`config.mk`:
```
export PLATFORM = sky130hd
export DESIGN_NAME = serial_subtractor_8bit
export DESIGN_NICKNAME = d
export VERILOG_FILES = /design/src/rtl/serial_subtractor_8bit_pkg.sv /design/src/rtl/serial_subtractor_8bit_full_subtractor.sv /design/src/rtl/serial_subtractor_8bit.sv
export SDC_FILE = /design/constraint.sdc
export NUM_CORES = 1
export LEC_CHECK = 0
export ABC_AREA = 1
export CORE_MARGIN = 2
export CORE_UTILIZATION = 30
export CTS_BUF_LIST = sky130_fd_sc_hd__clkbuf_2
export DETAILED_ROUTE_END_ITERATION = 16
export PLACE_DENSITY = 0.55
export SLEW_MARGIN = 20
export SYNTH_ARGS = -nofsm -noshare
export SYNTH_HDL_FRONTEND = slang
export SYNTH_SLANG_ARGS = --single-unit
```
`constraint.sdc`:
```
create_clock -name clk -period 3.4 [get_ports clk]
set_clock_uncertainty 0.2 [all_clocks]
set_input_delay 0.51 -clock clk [delete_from_list [all_inputs] [get_ports clk]]
set_output_delay 0.51 -clock clk [all_outputs]
set_load 0.03 [all_outputs]
```
`src/rtl/serial_subtractor_8bit_pkg.sv`:
```
// Shared types and constants for the bit-serial subtractor.
// Holds the FSM state encoding and the bit-counter width helper.
package sub_pkg;

    typedef enum logic [1:0] {
        IDLE  = 2'd0,
        SHIFT = 2'd1,
        DONE  = 2'd2
    } state_t;

    localparam int DEFAULT_WIDTH = 8;

    // The counter must be able to represent WIDTH itself, hence WIDTH+1.
    function automatic int cnt_width(input int width);
        return $clog2(width + 1);
    endfunction

    localparam int DEFAULT_CNT_W = cnt_width(DEFAULT_WIDTH);

endpackage

```
`src/rtl/serial_subtractor_8bit_full_subtractor.sv`:
```
// Combinational 1-bit full-subtractor cell: d = x - y - bw_in, with borrow out.
// Counterpart of the adder's full-adder cell; intended for reuse in a ripple subtractor.
module full_subtractor (
    input  logic x,
    input  logic y,
    input  logic bw_in,
    output logic d,
    output logic bw_out
);

    logic w_xy;

    assign w_xy   = x ^ y;
    assign d      = w_xy ^ bw_in;
    assign bw_out = (~x & y) | (~w_xy & bw_in);

endmodule

```
`src/rtl/serial_subtractor_8bit.sv`:
```
// Bit-serial subtractor D = a - b - bi, one bit per clock, LSB first, start/busy/done handshake.
// Optional signed-overflow output ovf is enabled by defining SUB_OVERFLOW_EN.
module serial_subtractor_8bit
    import sub_pkg::*;
#(
    parameter int WIDTH = DEFAULT_WIDTH
) (
    input  logic             clk,
    input  logic             rst,
    input  logic             start,
    input  logic [WIDTH-1:0] a,
    input  logic [WIDTH-1:0] b,
    input  logic             bi,
    output logic             busy,
    output logic             done,
    output logic [WIDTH-1:0] D,
    output logic             bout
`ifdef SUB_OVERFLOW_EN
    ,
    output logic             ovf
`endif
);

    localparam int CNT_W = cnt_width(WIDTH);
    localparam logic [CNT_W-1:0] LAST_CNT = CNT_W'(WIDTH - 1);

    state_t           r_state;
    logic [WIDTH-1:0] r_a_sh;
    logic [WIDTH-1:0] r_b_sh;
    logic [WIDTH-1:0] r_res;
    logic [WIDTH-1:0] r_d;
    logic [CNT_W-1:0] r_cnt;
    logic             r_bw;
    logic             r_busy;
    logic             r_done;
    logic             r_bout;

    logic             w_d;
    logic             w_bw_next;
    logic [WIDTH-1:0] w_res_next;

    full_subtractor u_cell (
        .x      (r_a_sh[0]),
        .y      (r_b_sh[0]),
        .bw_in  (r_bw),
        .d      (w_d),
        .bw_out (w_bw_next)
    );

    // New bit enters at the MSB so after WIDTH shifts the LSB-first stream is in place.
    assign w_res_next = {w_d, r_res[WIDTH-1:1]};

`ifdef SUB_OVERFLOW_EN
    logic r_a_msb;
    logic r_b_msb;
    logic r_ovf;

    always_ff @(posedge clk) begin
        if (rst) begin
            r_a_msb <= 1'b0;
            r_b_msb <= 1'b0;
            r_ovf   <= 1'b0;
        end else if (r_state == IDLE && start) begin
            r_a_msb <= a[WIDTH-1];
            r_b_msb <= b[WIDTH-1];
        end else if (r_state == SHIFT && r_cnt == LAST_CNT) begin
            // w_d is the result MSB on the final shift edge.
            r_ovf <= (r_a_msb != r_b_msb) && (w_d != r_a_msb);
        end
    end

    assign ovf = r_ovf;
`endif

    always_ff @(posedge clk) begin
        if (rst) begin
            r_state <= IDLE;
            r_a_sh  <= '0;
            r_b_sh  <= '0;
            r_res   <= '0;
            r_d     <= '0;
            r_cnt   <= '0;
            r_bw    <= 1'b0;
            r_busy  <= 1'b0;
            r_done  <= 1'b0;
            r_bout  <= 1'b0;
        end else begin
            case (r_state)
                IDLE: begin
                    r_done <= 1'b0;
                    if (start) begin
                        r_state <= SHIFT;
                        r_a_sh  <= a;
                        r_b_sh  <= b;
                        r_bw    <= bi;
                        r_res   <= '0;
                        r_cnt   <= '0;
                        r_busy  <= 1'b1;
                    end
                end
                SHIFT: begin
                    r_res  <= w_res_next;
                    r_a_sh <= {1'b0, r_a_sh[WIDTH-1:1]};
                    r_b_sh <= {1'b0, r_b_sh[WIDTH-1:1]};
                    r_bw   <= w_bw_next;
                    r_cnt  <= r_cnt + 1'b1;
                    if (r_cnt == LAST_CNT) begin
                        r_state <= DONE;
                        r_busy  <= 1'b0;
                        r_done  <= 1'b1;
                        r_d     <= w_res_next;
                        r_bout  <= w_bw_next;
                    end
                end
                DONE: begin
                    r_state <= IDLE;
                    r_done  <= 1'b0;
                end
                default: begin
                    r_state <= IDLE;
                    r_busy  <= 1'b0;
                    r_done  <= 1'b0;
                end
            endcase
        end
    end

    assign busy = r_busy;
    assign done = r_done;
    assign D    = r_d;
    assign bout = r_bout;

endmodule

```
==> impl_results.html, run 1 <==
<table>
<tr><th>Metric</th><th>Value</th></tr>
<tr><th colspan="2">GRT</th></tr>
<tr><td>Met3 GRT Util</td><td>0.0444</td></tr>
<tr><td>Overflow left after global routing</td><td>0</td></tr>
<tr><td>Met1 Track Usage GR</td><td>0.160</td></tr>
<tr><td>Maximum number of pins on one net before global-route repair</td><td>25</td></tr>
<tr><td>Via count of the first global-routing pass</td><td>1,445</td></tr>
<tr><td>First-pass GRT wire length</td><td>6530 um</td></tr>
<tr><td>Met2 Use GR</td><td>0.213</td></tr>
<tr><td>Overall routing resource usage</td><td>0.133</td></tr>
<tr><td>Global route hottest layer</td><td>met2</td></tr>
<tr><td>Number of antenna violations at the first check in global routing</td><td>0</td></tr>
<tr><th colspan="2">Worst setup path</th></tr>
<tr><td>Crit end category</td><td>output pin</td></tr>
<tr><td>Critical path class</td><td>reg2out</td></tr>
<tr><td>Critical path, cell by cell</td><td>clkdlybuf4s50_1</td></tr>
<tr><td>Family with the most delay on the worst path</td><td>buffers and inverters</td></tr>
<tr><td>Critical path's slowest cell</td><td>clkdlybuf4s50_1</td></tr>
<tr><td>Slowest stage delay, CP</td><td>about 0.67 ns</td></tr>
<tr><td>Arrival time of the worst setup path</td><td>1.42 ns</td></tr>
<tr><td>Buffers &amp; Inverters on Critical Path</td><td>1</td></tr>
<tr><td>CP Data Required Time</td><td>~2.7 ns</td></tr>
<tr><td>Nature of the critical path startpoint</td><td>register</td></tr>
<tr><td>Largest fanout of any net on the critical path</td><td>2</td></tr>
<tr><th colspan="2">STA</th></tr>
<tr><td>Number of pins with negative max-slew slack in the final report</td><td>0</td></tr>
<tr><td>Hold violation total from the final report</td><td>0</td></tr>
<tr><td>Part of the cycle the worst path needs</td><td>0.626</td></tr>
<tr><td>Relative max-transition margin</td><td>0.336</td></tr>
<tr><td>Count of endpoints failing setup in the final report</td><td>0</td></tr>
<tr><td>Smallest hold slack</td><td>approximately 0.26 ns</td></tr>
<tr><td>Unrepaired setup endpoints after global routing</td><td>no</td></tr>
<tr><td>Max Fclk</td><td>0.470 GHz</td></tr>
<tr><td>Setup TNS after final layout</td><td>0 ns</td></tr>
<tr><td>Slew at the pin closest to its max-slew limit</td><td>between 0.9 and 1 ns</td></tr>
<tr><td>Min setup slack post-route</td><td>1.27 ns</td></tr>
<tr><td>Period minus WS final</td><td>2.13 ns</td></tr>
<tr><th colspan="2">Route</th></tr>
<tr><td>Via-to-Cell Ratio</td><td>roughly 4.4</td></tr>
<tr><td>DRT Pass-1 Iters</td><td>4</td></tr>
<tr><td>Wire length per cell after detailed routing</td><td>approximately 11 um</td></tr>
<tr><td>1st-iter DRT viols</td><td>91</td></tr>
<tr><td>Vias post-DR</td><td>~1,600</td></tr>
<tr><td>DRC viols</td><td>0</td></tr>
<tr><td>Post-route ant nets</td><td>0</td></tr>
<tr><td>Drt total wl</td><td>3770 um</td></tr>
<tr><th colspan="2">Place</th></tr>
<tr><td>Post-DP HPWL</td><td>roughly 2700 um</td></tr>
<tr><td>DP Worst Slack</td><td>between 0.9 and 1 ns</td></tr>
<tr><td>Count of buffers inserted at the top-level ports</td><td>30</td></tr>
<tr><td>Cell count after placement</td><td>roughly 350</td></tr>
<tr><td>RD Place Congestion</td><td>roughly 0.74</td></tr>
<tr><th colspan="2">Yosys</th></tr>
<tr><td>Sequential element share of the synthesized area</td><td>0.464</td></tr>
<tr><td>Number of warning messages in the yosys log</td><td>0</td></tr>
<tr><td>Mean cell area of the mapped netlist</td><td>~7 um^2</td></tr>
<tr><td>Area of the mapped netlist</td><td>about 1800 um^2</td></tr>
<tr><td>Number of different library cells in the post-synthesis netlist</td><td>18</td></tr>
<tr><td>Mapped Cells</td><td>roughly 260</td></tr>
<tr><td>Flip-flop and latch count after synthesis</td><td>41</td></tr>
<tr><td>Total nets after synthesis</td><td>approximately 280</td></tr>
<tr><th colspan="2">Clocking</th></tr>
<tr><td>Post-cts hold buffer count</td><td>0</td></tr>
<tr><td>Sinks on the clock net</td><td>41</td></tr>
<tr><td>Clock tree from TritonCTS</td><td>yes</td></tr>
<tr><td>Worst skew pair latency</td><td>around 0.38 ns</td></tr>
<tr><td>H-tree lvl count</td><td>2</td></tr>
<tr><td>Maximum buffer depth of the clock tree</td><td>2</td></tr>
<tr><td>Number of setup buffers added after CTS</td><td>0</td></tr>
<tr><td>Library cell used as clock root buffer</td><td>clkbuf_2</td></tr>
<tr><td>Quantity of gates resized following cts</td><td>0</td></tr>
<tr><td>Clock input transition at the sequential cells of the worst setup and hold paths</td><td>0.19 ns</td></tr>
<tr><td>TritonCTS buffer count</td><td>5</td></tr>
<tr><th colspan="2">Power and ir drop</th></tr>
<tr><td>Worst vdd rail ir drop</td><td>about 0.00018 V</td></tr>
<tr><td>Power per Cell Area</td><td>around 390 nW/um^2</td></tr>
<tr><td>Static leakage power</td><td>approximately 0.92 nW</td></tr>
<tr><th colspan="2">Floorplanning</th></tr>
<tr><td>I/O pins</td><td>31</td></tr>
<tr><td>Core outline area</td><td>~5600 um^2</td></tr>
<tr><td>Rows</td><td>27</td></tr>
<tr><td>Die boundary height</td><td>80.8 um</td></tr>
<tr><td>Initial core utilization</td><td>0.315</td></tr>
<tr><td>Die span in x</td><td>80.8 um</td></tr>
<tr><td>Die area</td><td>about 6500 um^2</td></tr>
<tr><th colspan="2">Cells and area</th></tr>
<tr><td>Storage cell area</td><td>821 um^2</td></tr>
<tr><td>Synth-to-layout area growth</td><td>22.2%</td></tr>
<tr><td>Share of final-layout standard cells stronger than drive strength 1</td><td>0.0559</td></tr>
<tr><td>Filler Cell Count</td><td>between 600 and 700</td></tr>
<tr><td>Number of antenna repair diodes</td><td>0</td></tr>
<tr><td>Post-layout nets</td><td>slightly above 300</td></tr>
<tr><td>Number of standard cells in the layout, taps in and fillers out</td><td>between 300 and 400</td></tr>
<tr><td>Combined area of the multi-input logic cells</td><td>between 700 and 800 um^2</td></tr>
<tr><th colspan="2">Status</th></tr>
<tr><td>Status</td><td>complete, no violations</td></tr>
<tr><th colspan="2">Run</th></tr>
<tr><td>Count of max-cap constraint violations</td><td>0</td></tr>
<tr><th colspan="2">Min path</th></tr>
<tr><td>Worst min-delay path category</td><td>reg2reg</td></tr>
</table>
==> power breakdown <==
group          switching, W  internal (W)
Sequential        0.0000115      0.000501
Clock              0.000148     0.0000481
Combinational     0.0000757     0.0000522
==> layout make-up <==
class                      count  share of cell area
clock inverter                 1             0.00174
tap                           72              0.0417
multi-input combinational    177               0.363
timing repair buffer          34               0.153
inverter                      27              0.0469
clock buffer                   6              0.0139
sequential                    41               0.380
==> per-layer routing <==
layer / up-vias / share of wire
li1: 857 / -
met1: 682 / 0.47
met2: 36 / 0.45
met3: 9 / 0.055
met4: 0 / 0.025
met5: - / 0
==> cells in the mapped netlist (all sizes together) <==
library cell	n	area (um^2)
nand2	67	256
nor2	47	186
nand3	43	215
dfxtp	41	821
inv	27	101
o21ai	12	60.1
buf	9	53.8
a21oi	3	15.0
clkbuf	2	7.51
fa	1	20.0
ha	1	12.5
nand3b	1	7.51
o22ai	1	6.26
or2	1	6.26
==> logic make-up after synthesis <==
group           after synthesis  share of synthesized area
compound gates               16                     0.0460
buf+inv                      38                     0.0919
fa+ha+maj                     2                     0.0184
simple gates                159                      0.380
flops                        41                      0.464
==> state kept, by name, summed over array words and instances, names as in the netlist <==
signal and flops:
D 8, r_a_sh 8, r_b_sh 8, r_res 7, r_cnt 4, r_state 2
bout 1, busy 1, done 1, r_bw 1
==> metrics by stage <==
stage	cell area, um^2	power (W)	util
after floorplan	1770	0.000605	-
after global placement	2130	0.000652	0.380
after detailed placement	2130	0.000652	0.380
after CTS	2160	0.000856	0.386
after global routing	2160	0.000895	0.386
final	2160	0.000837	0.386
==> cells in the final DEF (no fill, tap or decap) <==
master / netlist / layout
inv_1: 27 / 27
a21oi_1: 3 / 3
clkdlybuf4s50_1: 0 / 30
or2_1: 1 / 1
fa_1: 1 / 1
nand2_1: 65 / 65
o21ai_0: 12 / 12
buf_4: 1 / 4
clkinv_1: 0 / 1
nor2_1: 43 / 43
o22ai_1: 1 / 1
nand3_1: 43 / 43
dfxtp_1: 41 / 41
nand2_2: 2 / 2
nand3b_1: 1 / 1
clkbuf_2: 0 / 6
nor2_2: 4 / 4
ha_1: 1 / 1
==> final timing paths <==
check,startpoint,slack [ns],depth (start not counted),endpoint
setup / recovery,D[2]$_SDFFE_PP0P_,1.27,1,D[2]
hold / removal,r_a_sh[7]$_SDFFE_PP0P_,0.26,2,r_a_sh[7]$_SDFFE_PP0P_
setup reg to reg,r_state[0]$_SDFFE_PP0P_,1.48,6,r_b_sh[3]$_SDFFE_PP0P_
hold reg to reg,r_a_sh[7]$_SDFFE_PP0P_,0.26,2,r_a_sh[7]$_SDFFE_PP0P_
(Power assumes the default switching activity.)
==> run 2: changes to the inputs <==
--- a/config.mk
+++ b/config.mk
@@ -10,7 +10,7 @@
 export CORE_UTILIZATION = 30
 export CTS_BUF_LIST = sky130_fd_sc_hd__clkbuf_2
 export DETAILED_ROUTE_END_ITERATION = 16
-export PLACE_DENSITY = 0.55
+export PLACE_DENSITY = 0.57
 export SLEW_MARGIN = 20
 export SYNTH_ARGS = -nofsm -noshare
 export SYNTH_HDL_FRONTEND = slang
==> constraint.sdc (replaced) <==
create_clock -name clk -period 1.78 [get_ports clk]
set_clock_uncertainty 0.2 [all_clocks]
set_input_delay 0.267 -clock clk [delete_from_list [all_inputs] [get_ports clk]]
set_output_delay 0.267 -clock clk [all_outputs]
set_load 0.03 [all_outputs]
==> run 2 against run 1 <==
  * Worst setup slack got worse by 1.2 ns
  * Non-clock buffer count increased by 7
  * Largest cell class unchanged
  * Largest power group unchanged
  * Critical path depth unchanged
  * Die area unchanged
  * Routed wire length increased by 2.1%
  * Sequential power increased by 91%
  * Clock power increased to 3.5 times the previous value
  * Highest routed layer unchanged
  * Core utilization increased by 2.1 points
  * Design area increased by 5.6%
  * Worst hold slack got worse by 0.065 ns
==> impl_results.html, run 2 (same netlist as run 1, synthesis figures left out) <==
<table>
<tr><th>Metric</th><th>Value</th></tr>
<tr><th colspan="2">Status</th></tr>
<tr><td>Status</td><td>complete, no violations (unchanged)</td></tr>
<tr><th colspan="2">Clocking</th></tr>
<tr><td>Post-cts hold buffer count</td><td>0 (unchanged)</td></tr>
<tr><td>Sinks on the clock net</td><td>41 (unchanged)</td></tr>
<tr><td>TritonCTS buffer count</td><td>5 (unchanged)</td></tr>
<tr><td>Maximum buffer depth of the clock tree</td><td>2 (unchanged)</td></tr>
<tr><td>Library cell used as clock root buffer</td><td>clkbuf_2 (unchanged)</td></tr>
<tr><td>Worst skew pair latency</td><td>0.39 ns (was 0.38 ns)</td></tr>
<tr><td>Clock tree from TritonCTS</td><td>yes (unchanged)</td></tr>
<tr><td>H-tree lvl count</td><td>2 (unchanged)</td></tr>
<tr><td>Clock input transition at the sequential cells of the worst setup and hold paths</td><td>0.22 ns (was 0.19 ns)</td></tr>
<tr><th colspan="2">Power and ir drop</th></tr>
<tr><td>Switching Power</td><td>0.000476 W (was 0.000235 W)</td></tr>
<tr><td>Relative contribution of the clock network to total power</td><td>0.352 (was 0.234)</td></tr>
<tr><td>Sequential cell fraction of total power</td><td>0.508 (was 0.613)</td></tr>
<tr><td>Switching share of power</td><td>0.247 (was 0.281)</td></tr>
<tr><td>Power per Cell Area</td><td>846 nW/um^2 (was 387 nW/um^2)</td></tr>
<tr><td>Power share of the combinational group</td><td>0.140 (was 0.153)</td></tr>
<tr><td>Internal power</td><td>0.00145 W (was 0.000602 W)</td></tr>
<tr><td>Static leakage power</td><td>1.04 nW (was 0.922 nW)</td></tr>
<tr><td>Worst vdd rail ir drop</td><td>0.000337 V (was 0.000183 V)</td></tr>
<tr><th colspan="2">Worst setup path</th></tr>
<tr><td>Buffers &amp; Inverters on Critical Path</td><td>1 (unchanged)</td></tr>
<tr><td>Arrival time of the worst setup path</td><td>1.21 ns (was 1.42 ns)</td></tr>
<tr><td>Largest fanout of any net on the critical path</td><td>2 (unchanged)</td></tr>
<tr><td>Critical path, cell by cell</td><td>dlygate4sd2_1 (was clkdlybuf4s50_1)</td></tr>
<tr><td>Critical path's slowest cell</td><td>dfxtp_1 (was clkdlybuf4s50_1)</td></tr>
<tr><td>Nature of the critical path startpoint</td><td>register (unchanged)</td></tr>
<tr><td>CP Data Required Time</td><td>1.31 ns (was 2.69 ns)</td></tr>
<tr><td>Crit end category</td><td>output pin (unchanged)</td></tr>
<tr><td>Slowest stage delay, CP</td><td>0.41 ns (was 0.67 ns)</td></tr>
<tr><td>Family with the most delay on the worst path</td><td>flip-flops (was buffers and inverters)</td></tr>
<tr><td>Worst r2r src</td><td>r_cnt[0]$_SDFFE_PP0P_ (was r_state[0]$_SDFFE_PP0P_)</td></tr>
<tr><td>Start point of the critical path</td><td>busy$_SDFFE_PP0P_ (was D[2]$_SDFFE_PP0P_)</td></tr>
<tr><td>Critical path class</td><td>reg2out (unchanged)</td></tr>
<tr><th colspan="2">Place</th></tr>
<tr><td>Post-DP HPWL</td><td>2830 um (was 2700 um)</td></tr>
<tr><td>DP Worst Slack</td><td>0.0754 ns (was 0.991 ns)</td></tr>
<tr><td>Count of buffers inserted at the top-level ports</td><td>30 (unchanged)</td></tr>
<tr><td>Post-Place Cell Area</td><td>2210 um^2 (was 2130 um^2)</td></tr>
<tr><td>RD Place Congestion</td><td>0.788 (was 0.737)</td></tr>
<tr><th colspan="2">STA</th></tr>
<tr><td>Setup TNS after final layout</td><td>0 ns (unchanged)</td></tr>
<tr><td>Min setup slack post-route</td><td>0.107 ns (was 1.27 ns)</td></tr>
<tr><td>Count of endpoints failing setup in the final report</td><td>0 (unchanged)</td></tr>
<tr><td>Hold violation total from the final report</td><td>0 (unchanged)</td></tr>
<tr><td>Period minus WS final</td><td>around 1.7 ns</td></tr>
<tr><td>Part of the cycle the worst path needs</td><td>0.940</td></tr>
<tr><td>Relative max-transition margin</td><td>0.738 (was 0.336)</td></tr>
<tr><td>Number of pins with negative max-slew slack in the final report</td><td>0 (unchanged)</td></tr>
<tr><td>Max Fclk</td><td>roughly 0.6 GHz</td></tr>
<tr><td>Unrepaired setup endpoints after global routing</td><td>no (unchanged)</td></tr>
<tr><td>Slew at the pin closest to its max-slew limit</td><td>0.392 ns (was 0.995 ns)</td></tr>
<tr><th colspan="2">GRT</th></tr>
<tr><td>Via count of the first global-routing pass</td><td>1,498 (was 1,445)</td></tr>
<tr><td>Overflow left after global routing</td><td>0 (unchanged)</td></tr>
<tr><td>Number of antenna violations at the first check in global routing</td><td>0 (unchanged)</td></tr>
<tr><td>Overall routing resource usage</td><td>0.134 (was 0.133)</td></tr>
<tr><td>Maximum number of pins on one net before global-route repair</td><td>31 (was 25)</td></tr>
<tr><td>First-pass GRT wire length</td><td>6710 um (was 6530 um)</td></tr>
<tr><th colspan="2">Cells and area</th></tr>
<tr><td>Most frequent cells in the layout</td><td>nand2_1, nand3_1, nor2_1 (unchanged)</td></tr>
<tr><td>Share of final-layout standard cells stronger than drive strength 1</td><td>0.0850 (was 0.0559)</td></tr>
<tr><td>Final Cell Area</td><td>2280 um^2 (was 2160 um^2)</td></tr>
<tr><td>Post-layout nets</td><td>315 (was 308)</td></tr>
<tr><td>Filler Cell Count</td><td>641 (was 624)</td></tr>
<tr><td>Most frequent standard cell in the layout excluding fill and tap cells</td><td>nand2_1 (unchanged)</td></tr>
<tr><td>Synth-to-layout area growth</td><td>29.0% (was 22.2%)</td></tr>
<tr><td>Post-route core utilization</td><td>0.407 (was 0.386)</td></tr>
<tr><td>Number of antenna repair diodes</td><td>0 (unchanged)</td></tr>
<tr><th colspan="2">Route</th></tr>
<tr><td>Via-to-Cell Ratio</td><td>4.46 (was 4.42)</td></tr>
<tr><td>Vias post-DR</td><td>1,631 (was 1,584)</td></tr>
<tr><td>1st-iter DRT viols</td><td>64 (was 91)</td></tr>
<tr><td>Post-route ant nets</td><td>0 (unchanged)</td></tr>
<tr><td>DRC viols</td><td>0 (unchanged)</td></tr>
<tr><td>DRT Pass-1 Iters</td><td>4 (unchanged)</td></tr>
<tr><td>Drt total wl</td><td>3850 um (was 3770 um)</td></tr>
<tr><td>Wire length per cell after detailed routing</td><td>10.5 um (about the same)</td></tr>
<tr><th colspan="2">Run</th></tr>
<tr><td>Count of max-cap constraint violations</td><td>0 (unchanged)</td></tr>
<tr><th colspan="2">Floorplanning</th></tr>
<tr><td>Die area</td><td>6530 um^2 (unchanged)</td></tr>
<tr><td>Initial core utilization</td><td>0.315 (unchanged)</td></tr>
<tr><td>Core outline area</td><td>5610 um^2 (unchanged)</td></tr>
<tr><td>Die span in x</td><td>80.8 um (unchanged)</td></tr>
<tr><td>I/O pins</td><td>31 (unchanged)</td></tr>
<tr><td>Rows</td><td>27 (unchanged)</td></tr>
<tr><td>Die boundary height</td><td>80.8 um (unchanged)</td></tr>
<tr><th colspan="2">Min path</th></tr>
<tr><td>Worst min-delay path category</td><td>in2reg (was reg2reg)</td></tr>
<tr><td>Source of the worst hold timing path</td><td>a[7] (was r_a_sh[7]$_SDFFE_PP0P_)</td></tr>
</table>
[run 2: power groups by stage]
stage	Combinational, W	Clock (W)	Sequential [W]
after floorplan	0.000158	0	0.000998
after global placement	0.000272	0	0.000999
after detailed placement	0.000275	0	0.000999
after CTS	0.000274	0.000704	0.000981
after global routing	0.000312	0.000732	0.000987
final	0.000270	0.000679	0.000981
[run 2: final timing paths]
path,end,slack (ns),cells past startpoint
setup / recovery,busy,0.11,1
hold / removal,r_a_sh[7]$_SDFFE_PP0P_,0.20,3
setup reg to reg,D[7]$_SDFFE_PP0P_,0.23,5
hold reg to reg,r_b_sh[7]$_SDFFE_PP0P_,0.26,2
[run 2: metrics by stage]
step           hold WS, ns  cells  total power, W
3_3_place_gp         0.234    358         0.00127
3_5_place_dp         0.235    358         0.00127
4_1_cts              0.157    366         0.00196
6_report             0.197    366         0.00193
5_1_grt              0.182    366         0.00203
2_1_floorplan        0.177    256         0.00116
[run 2: what timing repair did]
item,4_1_cts,5_1_grt
gates resized for setup,11,0
endpoints found under the setup margin,11,0
buffers inserted,0,0
endpoints found under the hold margin,0,0
[run 2: area by class of cell]
cell class | instances | area (um^2) | area share
Inverter | 27 | 101 | 0.0444
Timing Repair Buffer | 41 | 394 | 0.173
Tap cell | 72 | 90.1 | 0.0395
Multi-Input combinational cell | 177 | 786 | 0.344
Clock buffer | 5 | 25.0 | 0.0110
Clock inverter | 3 | 65.1 | 0.0285
Sequential cell | 41 | 821 | 0.360
[run 2: per-layer routing]
layer / wire, um / share of wire / GRT usage / up-vias
li1: - / - / - / 876
met1: 1840 / 0.48 / 0.167 / 716
met2: 1790 / 0.46 / 0.223 / 34
met3: 160 / 0.042 / 0.0300 / 5
met4: 66 / 0.017 / 0.0610 / 0
met5: 0 / 0 / 0 / -
